==> src/rtl/rcb_frl_tap_calib_ctrl_pkg.sv <==
// ----------------------------------------------------------------------------
// rcb_frl_calib_pkg
// Shared definitions for the FRL receive tap calibration sequencer:
//   - calib_state_e : sequencer state encoding
//   - CMD_*         : {count,ud} command codes for the 7-bit up/down tap counter
//   - TAP_MAX       : last tap of the sweep
//   - window_center : centre tap of a passing window
// ----------------------------------------------------------------------------
package rcb_frl_calib_pkg;

   typedef enum logic [3:0] {
      ST_IDLE   = 4'd0,
      ST_CLEAR  = 4'd1,
      ST_SETTLE = 4'd2,
      ST_SAMPLE = 4'd3,
      ST_STEP   = 4'd4,
      ST_EVAL   = 4'd5,
      ST_SEEK   = 4'd6,
      ST_DONE   = 4'd7,
      ST_FAIL   = 4'd8
   } calib_state_e;

   localparam logic [1:0] CMD_CLEAR = 2'b00;
   localparam logic [1:0] CMD_HOLD  = 2'b01;
   localparam logic [1:0] CMD_DEC   = 2'b10;
   localparam logic [1:0] CMD_INC   = 2'b11;

   localparam logic [6:0] TAP_MAX = 7'd127;

   // Lower-middle tap of a window; summed at 8 bits, then truncated to 7.
   function automatic logic [6:0] window_center(input logic [6:0] start,
                                                input logic [7:0] len);
      logic [7:0] sum;
      sum = {1'b0, start} + ((len - 8'd1) >> 1);
      return sum[6:0];
   endfunction

endpackage

==> src/rtl/rcb_frl_tap_calib_ctrl_if.sv <==
// ----------------------------------------------------------------------------
// rcb_frl_tap_calib_ctrl_if
// Bundle between the calibration sequencer (slave side) and its environment
// (link-training logic + tap counter, master side).
//   start        : one-cycle calibration request
//   pattern_ok   : per-cycle training-word match
//   tap_value    : tap counter current value
//   count, ud    : tap counter command pair
//   busy/done/fail, center_tap, window_width : status and results
// ----------------------------------------------------------------------------
interface rcb_frl_tap_calib_ctrl_if;
   logic       start;
   logic       pattern_ok;
   logic [6:0] tap_value;
   logic       count;
   logic       ud;
   logic       busy;
   logic       done;
   logic       fail;
   logic [6:0] center_tap;
   logic [7:0] window_width;

   modport master (
      output start, pattern_ok, tap_value,
      input  count, ud, busy, done, fail, center_tap, window_width
   );

   modport slave (
      input  start, pattern_ok, tap_value,
      output count, ud, busy, done, fail, center_tap, window_width
   );
endinterface

==> src/rtl/rcb_frl_tap_calib_ctrl_window_tracker.sv <==
// ----------------------------------------------------------------------------
// rcb_frl_tap_window_tracker
// Tracks the current run of consecutive passing taps and the widest run seen.
//   clk, rst       : clock, asynchronous active-high reset
//   clear_i        : drop all run/best state (start of a sweep)
//   tap_valid_i    : a tap verdict is presented this cycle
//   tap_pass_i     : verdict (1 = tap passed)
//   tap_i          : tap the verdict belongs to
//   best_start_o   : first tap of the widest run
//   best_len_o     : width of the widest run (0..128)
// Only a strictly longer run replaces the best, so ties keep the earliest.
// ----------------------------------------------------------------------------
module rcb_frl_tap_window_tracker (
   input  logic       clk,
   input  logic       rst,
   input  logic       clear_i,
   input  logic       tap_valid_i,
   input  logic       tap_pass_i,
   input  logic [6:0] tap_i,
   output logic [6:0] best_start_o,
   output logic [7:0] best_len_o
);

   logic [6:0] run_start_q, run_start_d;
   logic [7:0] run_len_q,   run_len_d;
   logic [6:0] best_start_q, best_start_d;
   logic [7:0] best_len_q,   best_len_d;

   always_comb begin
      run_start_d  = run_start_q;
      run_len_d    = run_len_q;
      best_start_d = best_start_q;
      best_len_d   = best_len_q;
      if (clear_i) begin
         run_start_d  = 7'd0;
         run_len_d    = 8'd0;
         best_start_d = 7'd0;
         best_len_d   = 8'd0;
      end else if (tap_valid_i) begin
         if (tap_pass_i) begin
            if (run_len_q == 8'd0) begin
               run_start_d = tap_i;
            end
            run_len_d = run_len_q + 8'd1;
            if (run_len_d > best_len_q) begin
               best_start_d = run_start_d;
               best_len_d   = run_len_d;
            end
         end else begin
            run_len_d = 8'd0;
         end
      end
   end

   always_ff @(posedge clk or posedge rst) begin
      if (rst) begin
         run_start_q  <= 7'd0;
         run_len_q    <= 8'd0;
         best_start_q <= 7'd0;
         best_len_q   <= 8'd0;
      end else begin
         run_start_q  <= run_start_d;
         run_len_q    <= run_len_d;
         best_start_q <= best_start_d;
         best_len_q   <= best_len_d;
      end
   end

   assign best_start_o = best_start_q;
   assign best_len_o   = best_len_q;

endmodule

==> src/rtl/rcb_frl_tap_calib_ctrl.sv <==
// ----------------------------------------------------------------------------
// rcb_frl_tap_calib_ctrl
// FRL receive tap calibration sequencer: clears the tap counter, sweeps taps
// 0..127 scoring each against pattern_ok, picks the widest passing window and
// steps the counter back down to its centre.
//   clk, rst : clock, asynchronous active-high reset
//   bus      : rcb_frl_tap_calib_ctrl_if.slave (start, pattern_ok, tap_value in;
//              count, ud, busy, done, fail, center_tap, window_width out)
// Optional feature macro: RCB_FRL_CALIB_RETRY_EN -- a failed sweep is retried
// up to RETRY_MAX times before fail is raised.
// ----------------------------------------------------------------------------
module rcb_frl_tap_calib_ctrl
   import rcb_frl_calib_pkg::*;
#(
   parameter int SETTLE_CYCLES = 8,
   parameter int SAMPLE_CYCLES = 16
`ifdef RCB_FRL_CALIB_RETRY_EN
   ,
   parameter int RETRY_MAX = 3
`endif
) (
   input logic                     clk,
   input logic                     rst,
   rcb_frl_tap_calib_ctrl_if.slave bus
);

   localparam logic [15:0] SETTLE_LAST = 16'(SETTLE_CYCLES - 1);
   localparam logic [15:0] SAMPLE_LAST = 16'(SAMPLE_CYCLES - 1);

   calib_state_e state_q, state_d;
   logic [15:0]  cnt_q, cnt_d;
   logic         pass_q, pass_d;
   logic         seek_wait_q, seek_wait_d;
   logic [6:0]   target_q, target_d;
   logic         busy_q, busy_d;
   logic         done_q, done_d;
   logic         fail_q, fail_d;
   logic [6:0]   center_q, center_d;
   logic [7:0]   width_q, width_d;
`ifdef RCB_FRL_CALIB_RETRY_EN
   logic [7:0]   retries_q, retries_d;
`endif

   logic [1:0]   cmd;
   logic         trk_clear;
   logic         trk_valid;
   logic         tap_pass;
   logic [6:0]   best_start;
   logic [7:0]   best_len;
   logic [6:0]   eval_target;

   // The current cycle's pattern_ok is folded in so the last sample counts.
   assign tap_pass    = pass_q & bus.pattern_ok;
   assign eval_target = window_center(best_start, best_len);

   rcb_frl_tap_window_tracker u_tracker (
      .clk          (clk),
      .rst          (rst),
      .clear_i      (trk_clear),
      .tap_valid_i  (trk_valid),
      .tap_pass_i   (tap_pass),
      .tap_i        (bus.tap_value),
      .best_start_o (best_start),
      .best_len_o   (best_len)
   );

   always_comb begin
      state_d     = state_q;
      cnt_d       = cnt_q;
      pass_d      = pass_q;
      seek_wait_d = seek_wait_q;
      target_d    = target_q;
      busy_d      = busy_q;
      done_d      = done_q;
      fail_d      = fail_q;
      center_d    = center_q;
      width_d     = width_q;
`ifdef RCB_FRL_CALIB_RETRY_EN
      retries_d   = retries_q;
`endif
      cmd         = CMD_HOLD;
      trk_clear   = 1'b0;
      trk_valid   = 1'b0;

      case (state_q)
         ST_IDLE: begin
            if (bus.start) begin
               state_d = ST_CLEAR;
               busy_d  = 1'b1;
               done_d  = 1'b0;
               fail_d  = 1'b0;
`ifdef RCB_FRL_CALIB_RETRY_EN
               retries_d = 8'd0;
`endif
            end
         end
         ST_CLEAR: begin
            cmd       = CMD_CLEAR;
            trk_clear = 1'b1;
            cnt_d     = 16'd0;
            state_d   = ST_SETTLE;
         end
         ST_SETTLE: begin
            if (cnt_q == SETTLE_LAST) begin
               cnt_d   = 16'd0;
               pass_d  = 1'b1;
               state_d = ST_SAMPLE;
            end else begin
               cnt_d = cnt_q + 16'd1;
            end
         end
         ST_SAMPLE: begin
            pass_d = tap_pass;
            if (cnt_q == SAMPLE_LAST) begin
               trk_valid = 1'b1;
               cnt_d     = 16'd0;
               // Stop at the top tap: the counter would wrap on another INC.
               state_d   = (bus.tap_value < TAP_MAX) ? ST_STEP : ST_EVAL;
            end else begin
               cnt_d = cnt_q + 16'd1;
            end
         end
         ST_STEP: begin
            cmd     = CMD_INC;
            state_d = ST_SETTLE;
         end
         ST_EVAL: begin
            if (best_len == 8'd0) begin
`ifdef RCB_FRL_CALIB_RETRY_EN
               if (retries_q < 8'(RETRY_MAX)) begin
                  retries_d = retries_q + 8'd1;
                  state_d   = ST_CLEAR;
               end else begin
                  state_d  = ST_FAIL;
                  fail_d   = 1'b1;
                  busy_d   = 1'b0;
                  center_d = 7'd0;
                  width_d  = 8'd0;
               end
`else
               state_d  = ST_FAIL;
               fail_d   = 1'b1;
               busy_d   = 1'b0;
               center_d = 7'd0;
               width_d  = 8'd0;
`endif
            end else if (eval_target == bus.tap_value) begin
               // Already sitting on the centre (window is tap 127 alone).
               state_d  = ST_DONE;
               done_d   = 1'b1;
               busy_d   = 1'b0;
               center_d = eval_target;
               width_d  = best_len;
            end else begin
               target_d    = eval_target;
               seek_wait_d = 1'b0;
               state_d     = ST_SEEK;
            end
         end
         ST_SEEK: begin
            // Alternate DEC and a hold cycle; the compare in the hold cycle
            // sees the counter value after its one-cycle update.
            if (!seek_wait_q) begin
               if (bus.tap_value > target_q) begin
                  cmd         = CMD_DEC;
                  seek_wait_d = 1'b1;
               end else begin
                  state_d  = ST_DONE;
                  done_d   = 1'b1;
                  busy_d   = 1'b0;
                  center_d = target_q;
                  width_d  = best_len;
               end
            end else begin
               seek_wait_d = 1'b0;
               if (bus.tap_value == target_q) begin
                  state_d  = ST_DONE;
                  done_d   = 1'b1;
                  busy_d   = 1'b0;
                  center_d = target_q;
                  width_d  = best_len;
               end
            end
         end
         ST_DONE: begin
            state_d = ST_IDLE;
         end
         ST_FAIL: begin
            cmd     = CMD_CLEAR;
            state_d = ST_IDLE;
         end
         default: begin
            state_d = ST_IDLE;
         end
      endcase
   end

   always_ff @(posedge clk or posedge rst) begin
      if (rst) begin
         state_q     <= ST_IDLE;
         cnt_q       <= 16'd0;
         pass_q      <= 1'b0;
         seek_wait_q <= 1'b0;
         target_q    <= 7'd0;
         busy_q      <= 1'b0;
         done_q      <= 1'b0;
         fail_q      <= 1'b0;
         center_q    <= 7'd0;
         width_q     <= 8'd0;
`ifdef RCB_FRL_CALIB_RETRY_EN
         retries_q   <= 8'd0;
`endif
      end else begin
         state_q     <= state_d;
         cnt_q       <= cnt_d;
         pass_q      <= pass_d;
         seek_wait_q <= seek_wait_d;
         target_q    <= target_d;
         busy_q      <= busy_d;
         done_q      <= done_d;
         fail_q      <= fail_d;
         center_q    <= center_d;
         width_q     <= width_d;
`ifdef RCB_FRL_CALIB_RETRY_EN
         retries_q   <= retries_d;
`endif
      end
   end

   assign bus.count        = cmd[1];
   assign bus.ud           = cmd[0];
   assign bus.busy         = busy_q;
   assign bus.done         = done_q;
   assign bus.fail         = fail_q;
   assign bus.center_tap   = center_q;
   assign bus.window_width = width_q;

endmodule

==> src/flat_wrapper.sv <==
// flat-port wrapper written by rule: the top's interface ports become plain ports
module rcb_frl_tap_calib_ctrl_flat import rcb_frl_calib_pkg::*;
#(
   parameter int SETTLE_CYCLES = 8,
   parameter int SAMPLE_CYCLES = 16

)
  (clk, rst, bus_start, bus_pattern_ok, bus_tap_value, bus_count, bus_ud, bus_busy, bus_done, bus_fail, bus_center_tap, bus_window_width);
  rcb_frl_tap_calib_ctrl_if bus_i ();
  input logic clk;
  input logic rst;
  input wire logic [$bits(bus_i.start)-1:0] bus_start;
  input wire logic [$bits(bus_i.pattern_ok)-1:0] bus_pattern_ok;
  input wire logic [$bits(bus_i.tap_value)-1:0] bus_tap_value;
  output wire logic [$bits(bus_i.count)-1:0] bus_count;
  output wire logic [$bits(bus_i.ud)-1:0] bus_ud;
  output wire logic [$bits(bus_i.busy)-1:0] bus_busy;
  output wire logic [$bits(bus_i.done)-1:0] bus_done;
  output wire logic [$bits(bus_i.fail)-1:0] bus_fail;
  output wire logic [$bits(bus_i.center_tap)-1:0] bus_center_tap;
  output wire logic [$bits(bus_i.window_width)-1:0] bus_window_width;
  assign bus_i.start = bus_start;
  assign bus_i.pattern_ok = bus_pattern_ok;
  assign bus_i.tap_value = bus_tap_value;
  assign bus_count = bus_i.count;
  assign bus_ud = bus_i.ud;
  assign bus_busy = bus_i.busy;
  assign bus_done = bus_i.done;
  assign bus_fail = bus_i.fail;
  assign bus_center_tap = bus_i.center_tap;
  assign bus_window_width = bus_i.window_width;
  rcb_frl_tap_calib_ctrl #(.SETTLE_CYCLES(SETTLE_CYCLES), .SAMPLE_CYCLES(SAMPLE_CYCLES)) u_core (.clk(clk), .rst(rst), .bus(bus_i));
endmodule
==> config.mk <==
export PLATFORM = sky130hd
export DESIGN_NAME = rcb_frl_tap_calib_ctrl_flat
export DESIGN_NICKNAME = d
export VERILOG_FILES = /design/src/rtl/rcb_frl_tap_calib_ctrl_pkg.sv /design/src/rtl/rcb_frl_tap_calib_ctrl_if.sv /design/src/rtl/rcb_frl_tap_calib_ctrl_window_tracker.sv /design/src/rtl/rcb_frl_tap_calib_ctrl.sv /design/src/flat_wrapper.sv
export SDC_FILE = /design/constraint.sdc
export NUM_CORES = 1
export LEC_CHECK = 0
export BUFFER_PORTS_ARGS = -buffer_cell sky130_fd_sc_hd__buf_2
export CORE_MARGIN = 2
export CORE_UTILIZATION = 30
export DETAILED_ROUTE_END_ITERATION = 12
export PLACE_DENSITY = 0.46
export REMOVE_ABC_BUFFERS = 1
export SLEW_MARGIN = 25
export SYNTH_ARGS = -nofsm -noshare
export SYNTH_HDL_FRONTEND = slang
export SYNTH_SLANG_ARGS = --single-unit
==> constraint.sdc <==
create_clock -name clk -period 9.3 [get_ports clk]
set_clock_uncertainty 0.05 [all_clocks]
set_input_delay 0.93 -clock clk [delete_from_list [all_inputs] [get_ports clk]]
set_output_delay 0.93 -clock clk [all_outputs]
set_load 0.01 [all_outputs]
==> results.md, run 1 <==
- Routability cong.: 0.809
- WL final: 11,300 um
- Sequential-to-total area share from yosys stat: 41.4%
- Max Cap Violations: 0
- TritonCTS clock tree: done
- CP Capture Type: flop
- Post-synthesis compound-gate area fraction: 15.0%
- Via count: 3,569
- Clock power frac: 35.1%
- Synth Area in Simple Gates: 15.6%
- Fin util: 34.9%
- Final setup fails: 0
- Postcts setup bufs: 0
- Clock tree buffer depth: 2
- Worst-Margin Slew: 971 ps
- Internal power: 686 uW
- Outcome: complete, no violations
- Critical path peak fanout: 19
- Switch share: 32.8%
- Placement Cell Area: 5000 sq um
- FF+latch area: 1930 sq um
- Iter 0 DRT Violations: 122
- Synth Area in XOR/XNOR: 6.48%
- Arr. time, crit path: 4120 ps
- DRC Markers: 0
- Post-cts sizing count: 0
- Top cells by area, synth: dfrtp_1 41%, ha_1 7.3%, o21ai_0 4.9%, mux2i_1 4.7%, mux2_2 4.4%
- Area grow syn2layout: 14.0%
- Yosys warnings: 0
- Max VDD drop: 0.0993 mV
- Register-to-register setup slack: 5360 ps
- Mapped cell area: 4660 sq um
- Clock root cell: clkbuf_16
- Io pins: 31
- Row count: 45
- Total CTS buffers: 9
- Prevailing post-synth register cell: dfrtp_1
- FILL cells: 1,539
- Rel. slew slack: 34.6%
- Clock Pin Slew Worst Setup and Hold Paths: 60 ps
- CP required: 9480 ps
- Fin crit share: 42.4%
- Mux contribution to synthesized area: 9.57%
- Yosys top cell by area: dfrtp_1
- Total grt overflow: 0
- Inserted Diodes: 0
- PwrDens: 193 nW/um^2
- Vias in the first global route: 3,609
- Adder-Cell Fraction of Synth Area: 7.69%
- H-tree Lvls: 3
- Initial antenna violation count: 0
- Finished layout cell area: 5310 sq um
- Endpoints failing hold: 0
- Post-route ant nets: 0
- Fmax: 254 MHz
- #FFs+latches synth: 77
- Setup tns final: 0 ps
- Post-synth EDFFs: 0
- RSZ-0062 raised after global routing: no
- Vias per cell: 5.14
- Pre-antenna DRT Iters: 4
- Most frequent cells after synthesis: 77 x dfrtp_1, 51 x nor2_1, 46 x o21ai_0, 30 x nand2_1, 29 x inv_1
- Synth Instances: 473
- Worst-skew pair later-pin latency: 350 ps
- GR Util All Layers: 14.7%
- First-pass GRT wire length: 18,700 um
- Post-layout min period: 3940 ps
- Hold buffer count at CTS: 0
- Die Wd: 129 um
- WL/cell: 16.3 um
- Sw power: 335 uW
- Initial core utilization: 30.6%
- Worst hold path class: reg2reg
- Area of the multi-input gates: 2540 sq um
- Share of layout cells above drive strength 1: 15.8%
- Sequential share of power: 39.7%
- Setup CP Type: reg2reg
- Combinational share of power: 25.2%
- Syn_area_per_cell: 9.84 sq um
- Netlist cell types: 56
- Final net count: 542
- Die Y-Extent: 129 um
- Core area: 15,200 sq um
- Top-count cell post-synth: dfrtp_1
- Top-area cell type share of the netlist area: 41.4%
- Leak Pwr: 0.00245 uW
- Clock Sinks: 77
- I/O Buffers: 30
- Die area: 16,500 sq um
- Largest family of logic cells by synthesized area: simple AND/OR/NAND/NOR gates
- Asr flop ratio synth: 100%
- Slew Viols, Final: 0
- Largest net degree at the start of global routing: 78
- Setup crit start kind: flop
- Detailed Place HPWL: 8250 um
registers in the layout, indices dropped and copies added (netlist names), 4 cells and up:
register and count:
u_core.cnt_q 16, u_core.bus.window_width 8, u_core.u_tracker.best_len_o 8, u_core.u_tracker.run_len_q 8
u_core.bus.center_tap 7, u_core.target_q 7, u_core.u_tracker.best_start_o 7, u_core.u_tracker.run_start_q 7
u_core.state_q 4
power groups by stage:
| stage | registers, uW | clock network (uW) | logic, uW |
|---|---|---|---|
| 3_5_place_dp | 411 | 0 | 263 |
| 6_report | 406 | 359 | 257 |
| 4_1_cts | 406 | 371 | 263 |
| 2_1_floorplan | 403 | 0 | 185 |
| 5_1_grt | 412 | 381 | 295 |
| 3_3_place_gp | 411 | 0 | 260 |
per-stage QoR:
step | std cells | power (uW) | worst slack (ps) | hold slack, ps
after floorplan | 457 | 588 | 5640 | 410
after global placement | 680 | 671 | 5400 | 424
after detailed placement | 680 | 674 | 5300 | 428
after CTS | 695 | 1040 | 5290 | 442
after global routing | 695 | 1090 | 5070 | 467
final | 695 | 1020 | 5360 | 439
critical path, stage by stage (launching register included):
cell     delay, ps
dfrtp_1        430
inv_1           90
ha_1           220
nand2_1        100
nor2_1          50
xnor2_1        220
ha_1           340
a21oi_1        200
o21a_1         250
xnor3_1        250
nor3_1         240
a31oi_2        130
buf_4          210
nor2_1         410
buf_4          290
mux2_2         340
logic make-up after synthesis:
group,Yosys count
AND/OR/NAND/NOR,146
AO/OA/AOI/OAI,107
flip-flops,77
buffers and inverters,45
multiplexers,42
XOR/XNOR,28
adder cells (fa/ha/maj),28
placed cells by master, fill, tap and decap left out, types with 2 or more instances in the layout:
cell	n
nand3b_1	2
o22ai_1	2
a31oi_1	5
clkinvlp_4	3
nand3_1	16
mux2i_1	22
nor4_2	2
a21oi_1	11
nor4b_1	2
nand2b_1	4
and3_1	8
buf_2	30
xnor2_1	18
o31ai_1	9
nor2_1	51
nor3_1	5
ha_1	27
inv_1	28
o21a_1	5
xor2_1	6
clkbuf_16	9
o21ai_0	46
nor4_1	4
nor2b_1	6
a22o_1	13
a21o_1	2
nand4_1	6
mux2_1	2
xnor3_1	3
o21bai_1	2
nand2_1	30
mux2_2	18
o22a_1	2
buf_4	4
dfrtp_1	77
layer usage:
layer,GRT usage (%),wire [um]
met1,18.9,5280
met2,23.9,5320
met3,3.04,398
met4,6.97,333
met5,0,0
worst paths after layout:
path / from / endpoint / depth (start not counted)
worst max register to register: u_core.u_tracker.best_len_o[0] / u_core.bus.window_width[7] / 15
worst min-delay path: u_core.bus.center_tap[2] / u_core.bus.center_tap[2] / 1
min in group asynchronous: rst / u_core.bus.window_width[2] / 3
worst max-delay path: u_core.u_tracker.best_len_o[0] / u_core.bus.window_width[7] / 15
worst min register to register: u_core.bus.center_tap[2] / u_core.bus.center_tap[2] / 1
max in group asynchronous: rst / u_core.bus.center_tap[2] / 3
area by class of cell:
type | count | area share, %
Clock inverter | 5 | 1.16
Sequential cell | 77 | 36.3
Inverter | 29 | 2.07
Timing Repair Buffer | 35 | 3.61
Clock buffer | 10 | 4.50
Multi-Input combinational cell | 351 | 47.9
Tap cell | 188 | 4.43
No activity file was read; power rests on OpenSTA's default activity.
==> run 2: changes to the inputs <==
clock period = 4.03 ns   (was 9.3 ns; I/O delays follow)
==> results.md, run 2 (synthesis gave the netlist of run 1 again) <==
- Clock Sinks: 77 (unchanged)
- WL final: 11,000 um (-3.3%)
- Die Y-Extent: 129 um (unchanged)
- DRC Markers: 0 (unchanged)
- Fin crit share: 82.2% (+40 points)
- Slew Viols, Final: 0 (unchanged)
- FILL cells: 1,570 (+2.0%)
- Post-layout min period: 3310 ps (-628 ps)
- Detailed Place HPWL: 8030 um (-2.7%)
- Endpoints failing hold: 0 (unchanged)
- Io pins: 31 (unchanged)
- Clock Pin Slew Worst Setup and Hold Paths: 60 ps (about the same)
- Area grow syn2layout: 14.2%
- Total Power: 2350 uW (+130%)
- TritonCTS clock tree: done
- Routability cong.: 0.832 (+2.8%)
- Final net count: 545 (+0.55%)
- Final setup fails: 0 (unchanged)
- Clock root cell: clkbuf_16
- Top reg by flops: u_core.cnt_q
- Share of layout cells above drive strength 1: 15.5% (-0.32 points)
- Initial core utilization: 30.6% (unchanged)
- Total CTS buffers: 9 (unchanged)
- Commonest non-fill, non-tap cell in the layout: dfrtp_1
- Outcome: complete, no violations
- Vias in the first global route: 3,612 (+0.083%)
- Final WS setup: 719 ps (-4640 ps)
- Most frequent cells in the layout: 77 x dfrtp_1, 51 x nor2_1, 46 x o21ai_0
- Total grt overflow: 0 (unchanged)
- Via count: 3,587 (+0.50%)
- Postcts setup bufs: 0 (unchanged)
- FF-to-FF path depth: 13 (-2)
- Placed cell count: 683 (+0.44%)
- Setup crit start kind: flop
- Worst hold path class: in2async
- I/O Buffers: 30 (unchanged)
- RSZ-0062 raised after global routing: no
- CP required: 4210 ps (-5270 ps)
- DP Worst Slack: 714 ps (-4590 ps)
- Hold buffer count at CTS: 0 (unchanged)
- Setup tns final: 0 ps (unchanged)
- Row count: 45 (unchanged)
- Setup CP Type: reg2reg
- PwrDens: 441 nW/um^2 (+130%)
- Max VDD drop: 0.191 mV (+92%)
- H-tree Lvls: 3 (unchanged)
- Post-route ant nets: 0 (unchanged)
- WL/cell: 15.7 um (-3.8%)
- Post-cts sizing count: 0 (unchanged)
- Die Wd: 129 um (unchanged)
- Critical path peak fanout: 18 (-1)
- Final cell count without fillers: 699 (+0.58%)
- Initial antenna violation count: 0 (unchanged)
- Leak Pwr: 0.00247 uW (+0.63%)
- Die area: 16,500 sq um (unchanged)
- Inserted Diodes: 0 (unchanged)
- Fmax: 302 MHz (+19%)
- Rel. slew slack: 30.0% (-4.6 points)
- Pre-antenna DRT Iters: 4 (unchanged)
- Largest net degree at the start of global routing: 59 (-24%)
- GR Util All Layers: 14.3% (-0.46 points)
- Worst-Margin Slew: 1040 ps (+68.9 ps)
- CP Capture Type: flop
- Iter 0 DRT Violations: 177 (+45%)
- Vias per cell: 5.13 (about the same)
- First-pass GRT wire length: 18,400 um (-1.7%)
- Number of flip-flops in the largest register: 16 (unchanged)
- Core area: 15,200 sq um (unchanged)
- Worst-skew pair later-pin latency: 340 ps (about the same)
- Arr. time, crit path: 3490 ps (-630 ps)
- Max Cap Violations: 0 (unchanged)
- Clock tree buffer depth: 2 (unchanged)
-- run 2: cell count changes in the layout (fill, tap and decap cells not counted) --
cell and change:
buf_6 -1, clkbuf_1 +5, buf_4 +4, clkinv_2 -1, clkinvlp_4 -3
-- run 2: through the flow --
stage / utilization [%] / area, sq um / hold slack [ps]
final: 35.0 / 5320 / 61.2
after global routing: 35.0 / 5320 / 116
after CTS: 35.0 / 5320 / 86.1
after detailed placement: 33.1 / 5030 / 427
after global placement: 33.1 / 5020 / 418
after floorplan: - / 4570 / 410
-- run 2: power breakdown --
group	leakage [uW]	total [uW]	switching, uW	internal (uW)
sequential	0.00105	926	82.3	844
clock	0.000138	804	306	498
combinational	0.00128	617	362	254
total	0.00247	2350	751	1600
-- run 2: path summary, 6_finish.rpt --
path                                                startpoint                               to  slack [ps]
worst min-delay path                                       rst    u_core.u_tracker.run_len_q[3]          60
worst min register to register        u_core.bus.center_tap[2]         u_core.bus.center_tap[2]         430
min in group clk                                bus_pattern_ok                    u_core.pass_q         290
worst max register to register  u_core.u_tracker.best_len_o[0]               u_core.target_q[0]         720
worst max-delay path            u_core.u_tracker.best_len_o[0]               u_core.target_q[0]         720
max in group asynchronous                                  rst  u_core.u_tracker.run_start_q[2]        3210
-- run 2: per-layer routing --
metal	wire, um	GRT usage (%)	share of wire (%)	vias up
met5	0	0	0	-
met4	230	6.33	2.1	0
li1	-	-	-	1755
met2	5060	23.0	46	45
met3	299	2.58	2.7	17
met1	5380	18.8	49	1770
-- run 2: critical path: stages, from the launching register on --
cell	delay [ps]
dfrtp_1	410
inv_1	80
ha_1	220
nand2_1	90
nor2_1	50
xnor2_1	240
ha_1	330
a21oi_1	220
o21a_1	220
o21a_1	190
xnor3_1	340
a31oi_2	160
buf_4	240
mux2_2	350
-- run 2: final cells by class --
class,count,area [sq um],share of cell area [%]
Multi-Input combinational cell,351,2540,47.8
Clock buffer,15,258,4.85
Clock inverter,1,30.0,0.565
Sequential cell,77,1930,36.2
Timing Repair Buffer,38,210,3.95
Inverter,29,114,2.14
Tap cell,188,235,4.42
